[config.mk]
export PLATFORM = sky130hd
export DESIGN_NAME = sync_event_scheduler
export DESIGN_NICKNAME = d
export VERILOG_FILES = /design/src/rtl/sync_event_scheduler.sv
export SDC_FILE = /design/constraint.sdc
export NUM_CORES = 1
export LEC_CHECK = 0
export ABC_AREA = 1
export ABC_CLOCK_PERIOD_IN_PS = 3000
export BUFFER_PORTS_ARGS = -buffer_cell sky130_fd_sc_hd__buf_4
export CORE_UTILIZATION = 45
export CTS_BUF_LIST = sky130_fd_sc_hd__clkbuf_8 sky130_fd_sc_hd__clkbuf_16
export DETAILED_ROUTE_END_ITERATION = 8
export HOLD_SLACK_MARGIN = 0.03
export SKIP_CTS_REPAIR_TIMING = 1
export SYNTH_ARGS = -nofsm -noshare
export SYNTH_HDL_FRONTEND = slang
export SYNTH_SLANG_ARGS = --single-unit
[constraint.sdc]
create_clock -name aclk -period 3 [get_ports aclk]
set_input_delay 0.6 -clock aclk [delete_from_list [all_inputs] [get_ports aclk]]
set_output_delay 0.6 -clock aclk [all_outputs]
set_load 0.01 [all_outputs]
[src/rtl/sync_event_scheduler.sv]
// Sync event scheduler: timestamps per-port sync-detect pulses, debounces each
// port with a holdoff window, and queues events round-robin into a small
// first-word-fall-through FIFO drained over a valid/ready stream.
module sync_event_scheduler #(
  parameter int unsigned NUM_PORTS      = 2,
  parameter int unsigned TS_WIDTH       = 48,
  parameter int unsigned HOLDOFF_CYCLES = 1024,
  parameter int unsigned FIFO_DEPTH     = 8
) (
  input  logic                          aclk,
  input  logic                          aresetn,
  input  logic [NUM_PORTS-1:0]          det_pulse_i,
  input  logic                          enable_i,
  input  logic [NUM_PORTS-1:0]          port_mask_i,
  input  logic                          drop_clear_i,
  output logic                          m_evt_tvalid,
  output logic [TS_WIDTH+7:0]           m_evt_tdata,
  input  logic                          m_evt_tready,
  output logic [TS_WIDTH-1:0]           ts_o,
  output logic [$clog2(FIFO_DEPTH):0]   fifo_level_o,
  output logic [15:0]                   drop_count_o
);

  localparam int unsigned PortW = (NUM_PORTS > 1) ? $clog2(NUM_PORTS) : 1;
  localparam int unsigned HoldW = (HOLDOFF_CYCLES > 0) ? $clog2(HOLDOFF_CYCLES + 1) : 1;
  localparam int unsigned AddrW = (FIFO_DEPTH > 1) ? $clog2(FIFO_DEPTH) : 1;
  localparam int unsigned LvlW  = $clog2(FIFO_DEPTH) + 1;
  localparam int unsigned DataW = TS_WIDTH + 8;

  localparam logic [HoldW-1:0] HoldLoad  = HoldW'(HOLDOFF_CYCLES);
  localparam logic [LvlW-1:0]  DepthLvl  = LvlW'(FIFO_DEPTH);
  localparam logic [PortW-1:0] RrReset   = PortW'(NUM_PORTS - 1);

  // State
  logic [TS_WIDTH-1:0]  ts_q;
  logic [NUM_PORTS-1:0] pending_q;
  logic [TS_WIDTH-1:0]  cap_ts_q [NUM_PORTS];
  logic [HoldW-1:0]     hold_q   [NUM_PORTS];
  logic [PortW-1:0]     rr_q;
  logic [DataW-1:0]     mem_q    [FIFO_DEPTH];
  logic [AddrW-1:0]     wr_ptr_q;
  logic [AddrW-1:0]     rd_ptr_q;
  logic [LvlW-1:0]      level_q;
  logic [15:0]          drop_q;

  // Combinational
  logic [NUM_PORTS-1:0] hold_idle;
  logic [NUM_PORTS-1:0] eligible;
  logic [NUM_PORTS-1:0] capture;
  logic [NUM_PORTS-1:0] drop_vec;
  logic [NUM_PORTS-1:0] pending_d;
  logic [NUM_PORTS-1:0] grant_vec;
  logic                 grant_valid;
  logic [PortW-1:0]     grant_idx;
  logic [PortW-1:0]     cand;
  int unsigned          cand_int;
  logic                 pop;
  logic                 can_push;
  logic [3:0]           ndrop;
  logic [16:0]          drop_sum;
  logic [15:0]          drop_d;

  assign m_evt_tvalid = (level_q != '0);
  assign m_evt_tdata  = mem_q[rd_ptr_q];
  assign ts_o         = ts_q;
  assign fifo_level_o = level_q;
  assign drop_count_o = drop_q;

  assign pop      = m_evt_tvalid & m_evt_tready;
  // A slot freed by a same-cycle pop can be refilled in that cycle.
  assign can_push = (level_q < DepthLvl) | pop;

  // Free-running timestamp, wraps naturally at 2^TS_WIDTH.
  always_ff @(posedge aclk or negedge aresetn) begin
    if (!aresetn) begin
      ts_q <= '0;
    end else begin
      ts_q <= ts_q + TS_WIDTH'(1);
    end
  end

  // Per-port pulse qualification: enabled, unmasked and outside the holdoff window.
  always_comb begin
    hold_idle = '0;
    for (int p = 0; p < NUM_PORTS; p++) begin
      hold_idle[p] = (hold_q[p] == '0);
    end
    eligible  = det_pulse_i & port_mask_i & {NUM_PORTS{enable_i}} & hold_idle;
    // A port granted this cycle frees its slot, so a new pulse there is captured.
    capture   = eligible & (~pending_q | grant_vec);
    drop_vec  = eligible & pending_q & ~grant_vec;
    pending_d = eligible | (pending_q & ~grant_vec);
  end

  // Round-robin search starting just after the last granted port.
  always_comb begin
    grant_valid = 1'b0;
    grant_idx   = '0;
    cand        = '0;
    cand_int    = 0;
    for (int unsigned i = 1; i <= NUM_PORTS; i++) begin
      cand_int = 32'(rr_q) + i;
      if (cand_int >= NUM_PORTS) begin
        cand_int = cand_int - NUM_PORTS;
      end
      cand = PortW'(cand_int);
      if (can_push && !grant_valid && pending_q[cand]) begin
        grant_valid = 1'b1;
        grant_idx   = cand;
      end
    end
    grant_vec = grant_valid ? (NUM_PORTS'(1) << grant_idx) : '0;
  end

  // Holdoff counters reload on every eligible pulse (even a dropped one).
  always_ff @(posedge aclk or negedge aresetn) begin
    if (!aresetn) begin
      for (int p = 0; p < NUM_PORTS; p++) begin
        hold_q[p] <= '0;
      end
    end else begin
      for (int p = 0; p < NUM_PORTS; p++) begin
        if (eligible[p]) begin
          hold_q[p] <= HoldLoad;
        end else if (hold_q[p] != '0) begin
          hold_q[p] <= hold_q[p] - HoldW'(1);
        end
      end
    end
  end

  // Pending flags and captured timestamps.
  always_ff @(posedge aclk or negedge aresetn) begin
    if (!aresetn) begin
      pending_q <= '0;
      for (int p = 0; p < NUM_PORTS; p++) begin
        cap_ts_q[p] <= '0;
      end
    end else begin
      pending_q <= pending_d;
      for (int p = 0; p < NUM_PORTS; p++) begin
        if (capture[p]) begin
          cap_ts_q[p] <= ts_q;
        end
      end
    end
  end

  // Round-robin pointer follows the most recent grant.
  always_ff @(posedge aclk or negedge aresetn) begin
    if (!aresetn) begin
      rr_q <= RrReset;
    end else if (grant_valid) begin
      rr_q <= grant_idx;
    end
  end

  // Event FIFO storage and pointers; output word is read straight from storage.
  always_ff @(posedge aclk or negedge aresetn) begin
    if (!aresetn) begin
      for (int i = 0; i < FIFO_DEPTH; i++) begin
        mem_q[i] <= '0;
      end
      wr_ptr_q <= '0;
      rd_ptr_q <= '0;
      level_q  <= '0;
    end else begin
      if (grant_valid) begin
        mem_q[wr_ptr_q] <= {8'(grant_idx), cap_ts_q[grant_idx]};
        wr_ptr_q        <= wr_ptr_q + AddrW'(1);
      end
      if (pop) begin
        rd_ptr_q <= rd_ptr_q + AddrW'(1);
      end
      if (grant_valid && !pop) begin
        level_q <= level_q + LvlW'(1);
      end else if (!grant_valid && pop) begin
        level_q <= level_q - LvlW'(1);
      end
    end
  end

  // Saturating drop counter; clear wins over a same-cycle increment.
  always_comb begin
    ndrop = '0;
    for (int p = 0; p < NUM_PORTS; p++) begin
      ndrop = ndrop + 4'(drop_vec[p]);
    end
    drop_sum = {1'b0, drop_q} + 17'(ndrop);
    if (drop_clear_i) begin
      drop_d = '0;
    end else if (drop_sum[16]) begin
      drop_d = 16'hFFFF;
    end else begin
      drop_d = drop_sum[15:0];
    end
  end

  // Drop counter register.
  always_ff @(posedge aclk or negedge aresetn) begin
    if (!aresetn) begin
      drop_q <= '0;
    end else begin
      drop_q <= drop_d;
    end
  end

endmodule

==> Flow_metrics.wiki, run 1 <==
{| class="wikitable"
! Metric !! Value
|-
| Status || complete, no violations
|-
| Cell type with the largest total area after synthesis || dfrtp_1
|-
| Worst slew margin relative to its limit || between 30% and 40%
|-
| Critical Path RT || 2.40 ns
|-
| Number of global-route vias before repair || roughly 25000
|-
| Async S/R FF share, synth || between 90% and 100%
|-
| Filler cell count || roughly 6000
|-
| First-pass GRT wire length || 151 mm
|-
| Critical path class || reg2out
|-
| Timing-limited maximum frequency || about 340 MHz
|-
| Post-detailed-placement half-perimeter wirelength || 57.2 mm
|-
| Worst Max-Slew Pin Slew || about 0.97 ns
|-
| Post-synthesis sequential element count || about 600
|-
| Pre-Repair DR Iteration Count || 6
|-
| Starting DRT DRC Count || roughly 2800
|-
| Total of warnings raised by yosys || 0
|-
| Netlist cell types || 35
|-
| Minimum setup slack in the final design || 0.0682 ns
|-
| Leading cell types by total area after synthesis || dfrtp_1 51%, nand2_1 18%, nand3_1 9.2%
|-
| Clock sink count || ~600
|-
| Effective utilization at floorplan || 45.9%
|-
| Flip-flop cell with the highest count after synthesis || dfrtp_1
|-
| Via count || between 20000 and 30000
|-
| Full die area || between 0.06 and 0.07 mm2
|-
| Number of antenna violations at the first check in global routing || 0
|-
| Count of endpoints failing setup in the final report || 0
|-
| DP Worst Slack || between 0.1 and 0.15 ns
|-
| Root Buffer Master || clkbuf_16
|-
| Cell type with the highest occurrence count on the critical path || nand2_1
|-
| Post-placement cell area || 0.0306 mm2
|-
| Number of buffers on the longest clock path || 3
|-
| Portion of synthesized cell area occupied by the leading cell type || roughly half
|-
| Clock-pin slew on the worst setup and hold paths || 0.06 ns
|-
| Setup TNS Final || 0 ns
|-
| Worst Setup End Kind || output port
|-
| Number of levels in the clock H-tree || 3
|-
| Net total in the final layout || 3808
|-
| Cell area after layout || between 0.03 and 0.04 mm2
|-
| Fin crit share || a little over nine tenths
|-
| Number of port buffers || around 130
|-
| Share of final-layout standard cells stronger than drive strength 1 || around a tenth
|-
| N_diodes || 0
|-
| Cell area after synthesis || 0.0285 mm2
|-
| Vias per cell || around 5.6
|-
| Aggregate routed wire length || between 90 and 100 mm
|-
| Maximum number of pins on one net before global-route repair || 99
|-
| Global Route Usage Sum || 30.6%
|-
| Maximum net fanout on the critical path || 25
|-
| Critical path startpoint category || flip-flop
|-
| RSZ-0062 raised after global routing || false
|-
| Number of placed I/O pins || 134
|-
| Overflow left after global routing || 0
|-
| Die height || 254 um
|-
| Highest cell delay on the worst timing path || just under 0.6 ns
|-
| Max-cap violation count || 0
|-
| Synth Instances || roughly 3700
|-
| Class of the tightest hold or removal check || in2reg
|-
| Static leakage || 17.3 nW
|-
| Final min period || slightly below 3 ns
|-
| Post-DRT Antenna Nets || 0
|-
| Number of placement rows || 91
|-
| Number of pins exceeding their max-slew limit in the final report || 0
|-
| Total count of hold-check failures in the final report || 0
|-
| Worst vdd ir || just over 400 uV
|-
| Power per unit of standard cell area || 743 mW/mm2
|-
| Cell breakdown of the critical path || inv_6 > buf_12 > o21ai_0 > o22ai_1 > nand2_1 > nand2_1 > buf_4
|-
| Horizontal extent of the die || approximately 250 um
|-
| Number of remaining DRC errors || 0
|-
| Worst path arrival time || about 2.3 ns
|-
| TritonCTS buffer count || 69
|-
| Growth of design area from synthesis to finish || 16.5%
|-
| Number of flops mapped to enable cells by yosys || 0
|-
| Clock Latency Late Sink || between 0.6 and 0.7 ns
|-
| Core Footprint || 0.0622 mm2
|-
| Global placement routability congestion || between 0.8 and 0.9
|-
| Cell type of the slowest stage on the worst timing path || dfrtp_4
|-
| Number of placed instances, taps included || 4534
|-
| CTS tree || built
|-
| Finished Layout Cells || about 4700
|-
| Sequential-to-total area share from yosys stat || 51.5%
|-
| Synth Area per Inst || 7.71 um2
|-
| Final worst clock skew || about 0.035 ns
|-
| WL per Instance || between 20 and 25 um
|}
state kept, by name, indices dropped and copies added, names as in the netlist:
name / cells
rd_ptr_q: 3
fifo_level_o: 4
cap_ts_q: 96
drop_count_o: 16
hold_q: 22
ts_o: 48
rr_q: 1
pending_q: 2
mem_q: 392
wr_ptr_q: 3
final timing paths:
check / startpoint / to / slack, ns / cells after the start
worst min register to register: cap_ts_q[40]$_DFFE_PN0P_ / cap_ts_q[40]$_DFFE_PN0P_ / 0.47 / 2
worst min-delay path: drop_clear_i / drop_count_o[0]$_DFF_PN0_ / 0.24 / 2
max in group asynchronous: aresetn / mem_q[225]$_DFFE_PN0P_ / 1.57 / 3
worst max register to register: fifo_level_o[3]$_DFFE_PN0P_ / drop_count_o[14]$_DFF_PN0_ / 0.29 / 16
worst max-delay path: rd_ptr_q[1]$_DFFE_PN0P_ / m_evt_tdata[3] / 0.07 / 7
min in group asynchronous: aresetn / mem_q[74]$_DFFE_PN0P_ / 0.56 / 2
metal layers:
metal / track usage, % / vias to the layer above / part of all wire, %
met2: 47.6 / 1238 / 45
met3: 5.00 / 164 / 9.3
li1: - / 12200 / -
met5: 0 / - / 0
met1: 43.7 / 12800 / 43
met4: 9.48 / 0 / 2.6
layout make-up:
type / instances / area (um2) / share of cell area (%)
Tap cell: 837 / 1050 / 3.15
Clock inverter: 37 / 317 / 0.952
Timing Repair Buffer: 227 / 2300 / 6.91
Sequential cell: 587 / 14700 / 44.2
Clock buffer: 86 / 1980 / 5.96
Inverter: 175 / 688 / 2.07
Multi-Input combinational cell: 2725 / 12200 / 36.7
Timing Repair inverter: 1 / 11.3 / 0.0339
where the power goes:
group / internal (mW) / switching (mW) / total [mW]
Clock: 5.10 / 3.43 / 8.54
Sequential: 8.14 / 0.270 / 8.41
Combinational: 2.86 / 4.89 / 7.76
Total: 16.1 / 8.60 / 24.7
logic make-up after synthesis:
family / after synthesis / share of synthesized area, %
adder cells (fa/ha/maj): 13 / 0.622
buffers and inverters: 399 / 6.01
other: 1 / 0.0131
flip-flops: 587 / 51.5
AO/OA/AOI/OAI: 330 / 6.23
XOR/XNOR: 63 / 1.93
AND/OR/NAND/NOR: 2312 / 33.7
cells in the mapped netlist, types with 2 or more instances:
cell type     n
o22ai_1      96
xor2_1       30
o21ai_0     214
ha_1         11
buf_1        12
nand2_2       3
buf_4        26
or2_2         2
xnor2_1      33
nor3_1       22
a21oi_1      15
dfrtp_1     586
nand3b_1      2
nand3_1     524
clkbuf_1    115
inv_2         8
nand4_1      72
inv_1       166
a31oi_1       2
nor2_4        6
fa_1          2
nand2_1    1358
nor2_1      319
buf_6         5
buf_2        66
cells in the final DEF, fill, tap and decap left out, types with 2 or more instances in the layout:
cell type  instances
nand4_1           72
fa_1               2
dfrtp_2            2
conb_1             7
nand3b_1           2
nor3_1            21
buf_8              2
o21ai_0          214
o22ai_1           96
nand3_1          522
a21oi_1           15
buf_4            178
ha_1              10
dfrtp_4            2
bufinv_16          5
clkinv_2           9
inv_6              7
dfrtp_1          582
buf_6              2
buf_12            35
xnor2_1           33
nor2_1           316
nand3_2            2
clkbuf_16         76
nand2_1         1353
nand2_2            8
buf_16             2
or2_2              2
a31oi_1            2
inv_1            178
clkbuf_8          16
xor2_1            30
nor2_4             9
inv_2             11
critical path: cells and delay by family, from the launching register on:
kind	cells	cell delay, ns
flops	1	0.59
buf+inv	3	0.57
simple gates	2	0.33
compound gates	2	0.23
per-stage QoR:
stage,power (mW),utilization [%],hold slack (ns)
final,24.7,53.5,0.245
after CTS,24.1,53.0,-0.0331
after floorplan,12.6,-,0.304
after global routing,25.8,53.5,0.253
after global placement,15.6,49.3,0.453
after detailed placement,15.6,49.3,0.458
(Power assumes the default switching activity.)
==> run 2, diff against run 1 <==
Settings changed: ABC_AREA 1 to default.
==> run 2 against run 1 <==
Net effect:
- the flow now finishes with violations (setup timing)
- clock skew shrank 0.0085 ns
- fmax shrank 3.4%
- routed wire length decreased by 38%
- cell count shrank 33%
- sequential share of layout area up 3.7 points
- die area fell by 11%
- total power increased by 4.5%
- clock power decreased by 15%
- worst hold slack improved by 0.045 ns
- via count fell by 35%
- highest routed layer unchanged
==> Flow_metrics.wiki, run 2 <==
{| class="wikitable"
! Metric !! Value
|-
| Status || finished with violations
|-
| Failing checks || setup timing
|-
| Worst slew margin relative to its limit || roughly half
|-
| N_diodes || 0
|-
| Cell type of the slowest stage on the worst timing path || mux4_2
|-
| Worst path arrival time || approximately 2.4 ns
|-
| WL per Instance || 19.7 um
|-
| Post-DRT Antenna Nets || 0
|-
| Leading cell types by total area after synthesis || dfrtp_1 58%, mux4_2 8.7%, mux2_2 5.7%
|-
| Worst vdd ir || between 500 and 600 uV
|-
| Cell type with the largest total area after synthesis || dfrtp_1
|-
| RSZ-0062 raised after global routing || true
|-
| Number of levels in the clock H-tree || 2
|-
| Total count of hold-check failures in the final report || 0
|-
| Leading cell type in the layout, fill and taps excluded || dfrtp_1
|-
| Number of port buffers || 126
|-
| Pre-Repair DR Iteration Count || 5
|-
| Synth Instances || about 2200
|-
| Routed met1 length || around 29 mm
|-
| Number of buffers and inverters on the critical path || 3
|-
| DR top layer || met4
|-
| Number of placement rows || 86
|-
| Fin crit share || 101%
|-
| Aggregate routed wire length || 61.8 mm
|-
| Full die area || approximately 0.058 mm2
|-
| Post-synthesis sequential element count || 587
|-
| TritonCTS buffer count || 60
|-
| Worst Setup End Kind || output port
|-
| Clock Latency Late Sink || a little over 0.6 ns
|-
| Number of antenna violations at the first check in global routing || 0
|-
| Flip-flop cell with the highest count after synthesis || dfrtp_1
|-
| Maximum net fanout on the critical path || 8
|-
| Class of the tightest hold or removal check || in2reg
|-
| Horizontal extent of the die || roughly 240 um
|-
| First-pass GRT wire length || roughly 100 mm
|-
| Number of pins exceeding their max-slew limit in the final report || 0
|-
| Netlist cell types || between 50 and 60
|-
| Number of remaining DRC errors || 0
|-
| Most instantiated library cell after synthesis || dfrtp_1
|-
| Length of routed met3 wiring || approximately 2.5 mm
|-
| Post-detailed-placement half-perimeter wirelength || about 38 mm
|-
| Growth of design area from synthesis to finish || 20.5%
|-
| Static leakage || between 10 and 15 nW
|-
| Die height || ~240 um
|-
| Metal2 WL || between 20 and 30 mm
|-
| Max-cap violation count || 0
|-
| Vias per cell || around 5.5
|-
| Maximum number of pins on one net before global-route repair || 99
|-
| Minimum setup slack in the final design || -0.0338 ns
|-
| Number of placed instances, taps included || 3005
|-
| Starting DRT DRC Count || 1082
|-
| Post-layout total power || 25.8 mW
|-
| Number of global-route vias before repair || 17400
|-
| Sequential-to-total area share from yosys stat || a little under 60%
|-
| Finished Layout Cells || ~3100
|-
| Worst Max-Slew Pin Slew || ~0.74 ns
|-
| Count of endpoints failing setup in the final report || 18
|-
| Root Buffer Master || clkbuf_16
|-
| Global placement routability congestion || approximately 0.80
|-
| Core Footprint || approximately 0.056 mm2
|-
| Via count || 17100
|-
| Critical path class || reg2out
|-
| Most frequent cells after synthesis || 586 x dfrtp_1, 265 x nor2_1, 258 x a21oi_1
|-
| Overflow left after global routing || 0
|-
| Synth Area per Inst || 11.8 um2
|-
| Effective utilization at floorplan || roughly 46%
|-
| Timing-limited maximum frequency || 330 MHz
|-
| Cell breakdown of the critical path || buf_12 > clkbuf_16 > mux4_2 > mux2_4 > buf_6
|-
| Total of warnings raised by yosys || 0
|-
| Largest register FFs || 392
|-
| Number of flops mapped to enable cells by yosys || 0
|-
| Clock-pin slew on the worst setup and hold paths || 0.06 ns
|-
| Power per unit of standard cell area || 840 mW/mm2
|-
| Portion of synthesized cell area occupied by the leading cell type || 57.5%
|-
| Final min period || ~3 ns
|-
| Global Route Usage Sum || between 20% and 30%
|-
| CTS tree || built
|-
| Clock sink count || 587
|-
| Highest cell delay on the worst timing path || ~0.50 ns
|-
| Critical Path RT || 2.40 ns
|-
| Most flop-heavy register || mem_q
|-
| Number of placed I/O pins || 134
|-
| Number of buffers on the longest clock path || 3
|-
| Share of final-layout standard cells stronger than drive strength 1 || 25.1%
|-
| Net total in the final layout || 2357
|-
| Critical path startpoint category || flip-flop
|-
| Filler cell count || about 4700
|-
| Cell type group with the largest total delay on the critical path || multiplexers
|-
| Cell area after synthesis || 0.0255 mm2
|-
| Async S/R FF share, synth || between 90% and 100%
|-
| Leading cell types in the layout, fill and taps excluded || 582 x dfrtp_1, 265 x nor2_1, 258 x a21oi_1
|-
| Final worst clock skew || roughly 0.026 ns
|}
==> run 2: changes by cell type after synthesis, sizes merged, moves of 96 or more <==
cell   change
inv      -151
mux2     +148
o22ai     -96
nand3    -492
mux4      +98
nand2   -1183
a21oi    +243
==> run 2: cell families (layout without fill, tap and decap cells) <==
group,count (synthesis),count (layout),synth area share (%)
other,1,7,0.0147
AND/OR/NAND/NOR,583,583,10.1
adder cells (fa/ha/maj),13,13,0.697
flip-flops,587,587,57.7
XOR/XNOR,76,76,2.61
AO/OA/AOI/OAI,424,424,8.49
multiplexers,308,308,17.6
buffers and inverters,168,383,2.79
==> run 2: routing by layer <==
layer | global-route usage, % | up-vias
li1 | - | 7949
met4 | 5.11 | 0
met2 | 35.0 | 350
met5 | 0 | -
met3 | 3.11 | 72
met1 | 31.1 | 8707
==> run 2: metrics by stage <==
step | hold slack (ns) | TNS (ns) | util, % | instance area (um2) | worst slack (ns)
finish | 0.290 | -0.226 | 55.3 | 30700 | -0.0338
global route | 0.255 | -2.54 | 55.3 | 30700 | -0.0778
CTS | 0.0216 | -2.47 | 54.0 | 30000 | -0.110
detailed placement | 0.465 | -0.227 | 50.5 | 28100 | -0.0501
global placement | 0.456 | 0 | 50.5 | 28100 | 0.0804
floorplan | 0.304 | 0 | - | 25600 | 0.00563
==> run 2: worst reg2reg max path, cell delays in order (launching register included) <==
cell and delay [ns]:
dfrtp_1 0.40, inv_1 0.11, ha_2 0.21, nand2b_1 0.12, nor3_4 0.24, buf_4 0.14, nand3_1 0.08, fa_2 0.38
inv_2 0.10, ha_4 0.14, nand3_2 0.11, nor4_4 0.25, nand4_1 0.16, buf_4 0.19, a21oi_1 0.15
==> run 2: power by group <==
group	leakage (nW)	internal [mW]	switching, mW
clock	1.02	4.17	3.07
combinational	5.41	4.44	3.61
sequential	7.90	9.49	1.04
total	14.3	18.1	7.71
==> run 2: final cells by class <==
class	instances	area (um2)	share of cell area [%]
Sequential cell	587	14700	47.9
Multi-Input combinational cell	1411	10400	33.9
Clock inverter	31	185	0.603
Inverter	23	86.3	0.281
Timing Repair Buffer	252	2640	8.60
Clock buffer	77	1760	5.72
Tap cell	748	936	3.05
==> run 2: final timing paths <==
path | start | end | slack, ns | cells past startpoint
worst max register to register | hold_q[0]$_DFFE_PN0P_ | drop_count_o[1]$_DFF_PN0_ | 0.15 | 14
max in group asynchronous | aresetn | mem_q[188]$_DFFE_PN0P_ | 1.54 | 3
worst min-delay path | drop_clear_i | drop_count_o[2]$_DFF_PN0_ | 0.29 | 2
worst max-delay path | rd_ptr_q[0]$_DFFE_PN0P_ | m_evt_tdata[40] | -0.03 | 5
worst min register to register | mem_q[250]$_DFFE_PN0P_ | mem_q[250]$_DFFE_PN0P_ | 0.47 | 2
min in group asynchronous | aresetn | hold_q[15]$_DFFE_PN0P_ | 0.58 | 2
